==> config.mk <==
export PLATFORM = sky130hd
export DESIGN_NAME = instr_mem_loader
export DESIGN_NICKNAME = d
export VERILOG_FILES = /design/src/rtl/instr_mem_loader.sv
export SDC_FILE = /design/constraint.sdc
export NUM_CORES = 1
export LEC_CHECK = 0
export ABC_AREA = 1
export BUFFER_PORTS_ARGS = -buffer_cell sky130_fd_sc_hd__buf_2
export CELL_PAD_IN_SITES_DETAIL_PLACEMENT = 1
export CELL_PAD_IN_SITES_GLOBAL_PLACEMENT = 1
export CORE_MARGIN = 2
export CORE_UTILIZATION = 40
export CTS_CLUSTER_DIAMETER = 80
export CTS_CLUSTER_SIZE = 14
export DETAILED_ROUTE_END_ITERATION = 6
export PLACE_DENSITY_LB_ADDON = 0.1
export SETUP_SLACK_MARGIN = 0.5
export SLEW_MARGIN = 20
export SYNTH_ARGS = -nofsm -noshare
export SYNTH_HDL_FRONTEND = slang
export SYNTH_SLANG_ARGS = --single-unit
==> constraint.sdc <==
create_clock -name CLK -period 2.1 [get_ports CLK]
set_input_delay 0 -clock CLK [delete_from_list [all_inputs] [get_ports CLK]]
set_output_delay 0 -clock CLK [all_outputs]
set_load 0.02 [all_outputs]
==> src/rtl/instr_mem_loader.sv <==
// instr_mem_loader: write-side partner of the CPU instruction memory.
// Takes a byte stream over a valid/ready handshake and packs it into
// big-endian 32-bit words. Each word goes to consecutive word addresses
// starting at BASE_ADDR. The CPU is held for the whole load, and the
// block keeps an XOR checksum of every word it writes.
module instr_mem_loader #(
    parameter int          ADDR_WIDTH = 8,
    parameter int          MAX_WORDS  = 64,
    parameter logic [31:0] BASE_ADDR  = 32'h0000_0000
) (
    input  logic                  CLK,
    input  logic                  Reset,
    input  logic                  start,
    input  logic [ADDR_WIDTH:0]   word_count,
    input  logic                  byte_valid,
    input  logic [7:0]            byte_data,
    output logic                  byte_ready,
    output logic                  InsMemRW,
    output logic [31:0]           IAddr,
    output logic [31:0]           IDataIn,
    output logic                  cpu_hold,
    output logic                  busy,
    output logic                  done,
    output logic                  error,
    output logic [31:0]           checksum
);

    typedef enum logic [1:0] {
        S_IDLE  = 2'd0,
        S_RECV  = 2'd1,
        S_WRITE = 2'd2,
        S_DONE  = 2'd3
    } state_t;

    localparam logic [ADDR_WIDTH:0] MAX_CNT = (ADDR_WIDTH+1)'(MAX_WORDS);
    localparam logic [ADDR_WIDTH:0] CNT_ONE = (ADDR_WIDTH+1)'(1);

    state_t                state_q,      state_d;
    logic [ADDR_WIDTH:0]   cnt_q,        cnt_d;
    logic [ADDR_WIDTH:0]   idx_q,        idx_d;
    logic [1:0]            bcnt_q,       bcnt_d;
    logic [31:0]           word_q,       word_d;
    logic [31:0]           iaddr_q,      iaddr_d;
    logic [31:0]           idata_q,      idata_d;
    logic [31:0]           checksum_q,   checksum_d;
    logic                  insrw_q,      insrw_d;
    logic                  byte_ready_q, byte_ready_d;
    logic                  busy_q,       busy_d;
    logic                  done_q,       done_d;
    logic                  error_q,      error_d;

    logic                  accept_s;
    logic [31:0]           word_next_s;
    logic [ADDR_WIDTH:0]   idx_inc_s;

    // Handshake, shifted word and incremented index shared by the next-state logic.
    always_comb begin
        accept_s    = byte_valid && byte_ready_q;
        word_next_s = {word_q[23:0], byte_data};
        idx_inc_s   = idx_q + CNT_ONE;
    end

    // Next-state logic for the FSM, datapath and registered outputs.
    always_comb begin
        state_d    = state_q;
        cnt_d      = cnt_q;
        idx_d      = idx_q;
        bcnt_d     = bcnt_q;
        word_d     = word_q;
        iaddr_d    = iaddr_q;
        idata_d    = idata_q;
        checksum_d = checksum_q;
        error_d    = error_q;

        case (state_q)
            S_IDLE: begin
                if (start) begin
                    if ((word_count == '0) || (word_count > MAX_CNT)) begin
                        // Illegal length: flag it and do not touch memory.
                        error_d = 1'b1;
                    end else begin
                        cnt_d      = word_count;
                        error_d    = 1'b0;
                        checksum_d = 32'h0000_0000;
                        idx_d      = '0;
                        bcnt_d     = 2'd0;
                        word_d     = 32'h0000_0000;
                        state_d    = S_RECV;
                    end
                end else begin
                    state_d = S_IDLE;
                end
            end
            S_RECV: begin
                if (accept_s) begin
                    word_d = word_next_s;
                    bcnt_d = bcnt_q + 2'd1;
                    if (bcnt_q == 2'd3) begin
                        // The fourth byte completes the word. Stage it for the write cycle.
                        iaddr_d = BASE_ADDR + (32'(idx_q) << 2);
                        idata_d = word_next_s;
                        state_d = S_WRITE;
                    end else begin
                        state_d = S_RECV;
                    end
                end else begin
                    state_d = S_RECV;
                end
            end
            S_WRITE: begin
                checksum_d = checksum_q ^ idata_q;
                idx_d      = idx_inc_s;
                bcnt_d     = 2'd0;
                word_d     = 32'h0000_0000;
                if (idx_inc_s == cnt_q) begin
                    state_d = S_DONE;
                end else begin
                    state_d = S_RECV;
                end
            end
            S_DONE: begin
                state_d = S_IDLE;
            end
            default: begin
                state_d = S_IDLE;
            end
        endcase

        // Outputs are registered from the next state, so they align with state_q.
        insrw_d      = (state_d == S_WRITE);
        byte_ready_d = (state_d == S_RECV);
        busy_d       = (state_d != S_IDLE);
        done_d       = (state_d == S_DONE);
    end

    // State and output registers. An asynchronous reset aborts any load in progress.
    always_ff @(posedge CLK or negedge Reset) begin
        if (!Reset) begin
            state_q      <= S_IDLE;
            cnt_q        <= '0;
            idx_q        <= '0;
            bcnt_q       <= 2'd0;
            word_q       <= 32'h0000_0000;
            iaddr_q      <= BASE_ADDR;
            idata_q      <= 32'h0000_0000;
            checksum_q   <= 32'h0000_0000;
            insrw_q      <= 1'b0;
            byte_ready_q <= 1'b0;
            busy_q       <= 1'b0;
            done_q       <= 1'b0;
            error_q      <= 1'b0;
        end else begin
            state_q      <= state_d;
            cnt_q        <= cnt_d;
            idx_q        <= idx_d;
            bcnt_q       <= bcnt_d;
            word_q       <= word_d;
            iaddr_q      <= iaddr_d;
            idata_q      <= idata_d;
            checksum_q   <= checksum_d;
            insrw_q      <= insrw_d;
            byte_ready_q <= byte_ready_d;
            busy_q       <= busy_d;
            done_q       <= done_d;
            error_q      <= error_d;
        end
    end

    assign byte_ready = byte_ready_q;
    assign InsMemRW   = insrw_q;
    assign IAddr      = iaddr_q;
    assign IDataIn    = idata_q;
    assign cpu_hold   = busy_q;
    assign busy       = busy_q;
    assign done       = done_q;
    assign error      = error_q;
    assign checksum   = checksum_q;

endmodule

==> results.cfg <==
[timing]
finalHoldViolations = 0
fmax_mhz = 628
fin_crit_ns = 1.59
setup_viol = 0
period_share_pct = 75.8
skew_ns = 0.00583
setup_tns_ns = 0
worstMarginPinSlew_ns = 0.576
rsz0062_at_grt = true
drv_slew = 0
slew_headroom_pct = 61.6
whs_ns = 0.00423
fin_ws_ns = 0.509

[floorplanning]
initial_core_util_pct = 41.0
die_area_um2 = 15200
fp.dieW_um = 123
core_um2 = 13900
dieHeight_um = 123
ioPinCount = 123
std_cell_rows = 43

[route]
drt_iter0_markers = 333
drcViolationCount = 0
via_per_inst = 4.90
dr_total_vias = 4969
wire_per_inst_um = 15.1
postRouteAntennaNets = 0
wl_um = 15300
dr.pass1.iters = 5

[yosys]
ys_types = 28
synth_area_um2 = 5710
yosysSeqAreaShare_pct = 54.4
netlist_instances = 700
ys_top_cells_by_count = nand2_1 (326), dfrtp_1 (124), nand3_1 (49), or2_2 (32), inv_1 (28)
synth_largest_area_cell = dfrtp_1
synthArstFlopShare_pct = 100
synth.most_common_cell = nand2_1
synth_edf_count = 0
synth-seq-cells = 124
synth_top_flop_cell = dfrtp_1
synth_top_cell_area_share_pct = 54.4
synthTopCellsByArea = dfrtp_1 (54%), nand2_1 (21%), nand3_1 (4.3%), or2_2 (3.5%), buf_4 (3.2%)
synth.avg_cell_area_um2 = 8.15
yosys_warnings = 0

[clock_network]
cts.clk_slew.worst_paths_ns = 0.05
numCtsBuffers = 17
cts_buffer_depth = 2
root_buffer = clkbuf_16
cts_tree = yes
htreeDepth = 4
cts_sinks = 124
clk_latency_ns = 0.42

[global_routing]
use_met1_pct = 25.4
top_usage_layer = met2
grt_util_met2_pct = 37.8
grt-ovfl-total = 0
grt.met3_usage_pct = 5.12
grt_pass1_wl_um = 25200
grt_pass1_vias = 5121
grt_max_degree = 57
antenna_found_initial = 0
grt_usage_pct = 21.4

[placed_design]
gp_congestion = 0.828
place_area_um2 = 6340
io_buffers = 99
pre_cts_ws_ns = 0.402
place_inst = 963
place_hpwl_um = 10100

[critical_path]
reg2reg_slack_ns = 0.51
critPathKind = reg2reg
worst-path-max-fanout = 3
cp.arrival_ns = 1.89
end_kind = flop
required_ns = 2.40
cp-start-kind = flop

[status]
status = finished clean

[hold_path]
holdCritPathClass = in2reg

[final_layout]
post-route-util_pct = 52.0
stdcell_count = 1015
area_growth_pct = 26.9
drive_gt1_share_pct = 26.0
fin_nets = 845
diodes = 0
fin_area_um2 = 7240
fillers = 1719

[power_and_ir_drop]
switchingPower_mw = 3.11
p_leak_nw = 4.09
seqPwrFrac_pct = 40.0
comb_power_share_pct = 27.0
swShare_pct = 35.6
clock_power_share_pct = 33.1
ir_drop_v = 0.000632
total_power_mw = 8.75
p_int_mw = 5.64
power.density_nw_per_um2 = 1210

[job]
drv_cap = 0
==> layout make-up <==
class	instances	area, um^2	area share (%)
Inverter	33	126	1.75
Clock buffer	19	453	6.26
Clock inverter	13	141	1.95
Timing Repair Buffer	131	840	11.6
Tap cell	180	225	3.11
Sequential cell	124	3110	42.9
Multi-Input combinational cell	515	2350	32.4
==> worst max-delay path: stages (launching register included) <==
cell,delay [ns]
dfrtp_1,0.42
ha_4,0.26
inv_2,0.07
nor2_1,0.05
nor2_1,0.12
nand2_1,0.06
nor2_1,0.10
nand3_1,0.08
nor2_2,0.10
nand3_2,0.10
nand2_2,0.09
nor2_2,0.03
==> logic make-up (layout without fill, tap and decap cells) <==
| family | after synthesis | after routing | synth area share, % |
|---|---|---|---|
| simple gates | 468 | 468 | 35.6 |
| flops | 124 | 124 | 54.4 |
| other cells | 1 | 23 | 0.0657 |
| compound gates | 21 | 21 | 1.95 |
| buf+inv | 83 | 196 | 7.41 |
| xor+xnor | 1 | 1 | 0.154 |
| fa+ha+maj | 2 | 2 | 0.438 |
==> what timing repair did <==
item,CTS,global route
buffers inserted,3,1
resized for setup,13,17
hold buffers,16,0
pin swaps,10,7
endpoints found under the setup margin,4,96
hold endpoints to repair,92,0
==> worst paths after layout <==
kind / to / cells after the start / startpoint
max in group asynchronous: idx_q[2]$_DFFE_PN0P_ / 3 / Reset
min in group asynchronous: idx_q[5]$_DFFE_PN0P_ / 2 / Reset
max reg2reg: byte_ready$_DFF_PN0_ / 11 / idx_q[0]$_DFFE_PN0P_
max: byte_ready$_DFF_PN0_ / 11 / idx_q[0]$_DFFE_PN0P_
min reg2reg: word_q[20]$_DFFE_PN0P_ / 2 / word_q[20]$_DFFE_PN0P_
min: error$_DFFE_PN0P_ / 4 / start
==> power by group through the flow <==
stage	registers [mW]	clock network (mW)	logic, mW
global placement	3.50	0	2.20
global route	3.58	3.07	2.64
detailed placement	3.53	0	2.27
finish	3.50	2.90	2.36
CTS	3.50	2.96	2.33
floorplan	3.73	0	1.28
==> cell usage in the layout, fill, tap and decap left out, types with 2 or more instances in the layout <==
master,Yosys,routed
a21oi_1,4,3
buf_12,0,4
buf_2,5,98
buf_4,24,10
buf_6,2,3
bufinv_16,0,2
clkbuf_16,0,17
clkbuf_8,0,2
clkinv_2,0,3
clkinv_4,0,3
clkinvlp_4,0,3
conb_1,1,23
dfrtp_1,124,122
dfrtp_2,0,2
dlygate4sd3_1,0,16
inv_1,28,26
inv_2,4,5
inv_6,0,2
nand2_1,326,321
nand2_2,6,9
nand3_1,49,48
nand3_2,2,3
nand3b_1,3,3
nand4_1,26,26
nor2_1,13,11
nor2_2,8,7
nor2_4,1,4
o21ai_1,14,14
or2_2,32,32
==> sequential cells by signal, summed over array words and instances (netlist names), 2 cells and up <==
register and flops:
word_q 24, state_q 2, idx_q 9, bcnt_q 2, checksum 32, cnt_q 9, IDataIn 32, IAddr 9
==> per-layer routing <==
metal	vias up	part of all wire, %
met1	2466	43
met3	22	3.4
li1	2395	-
met5	-	0
met4	0	1.8
met2	86	52
Note: power is estimated with default switching activity, not from simulation.
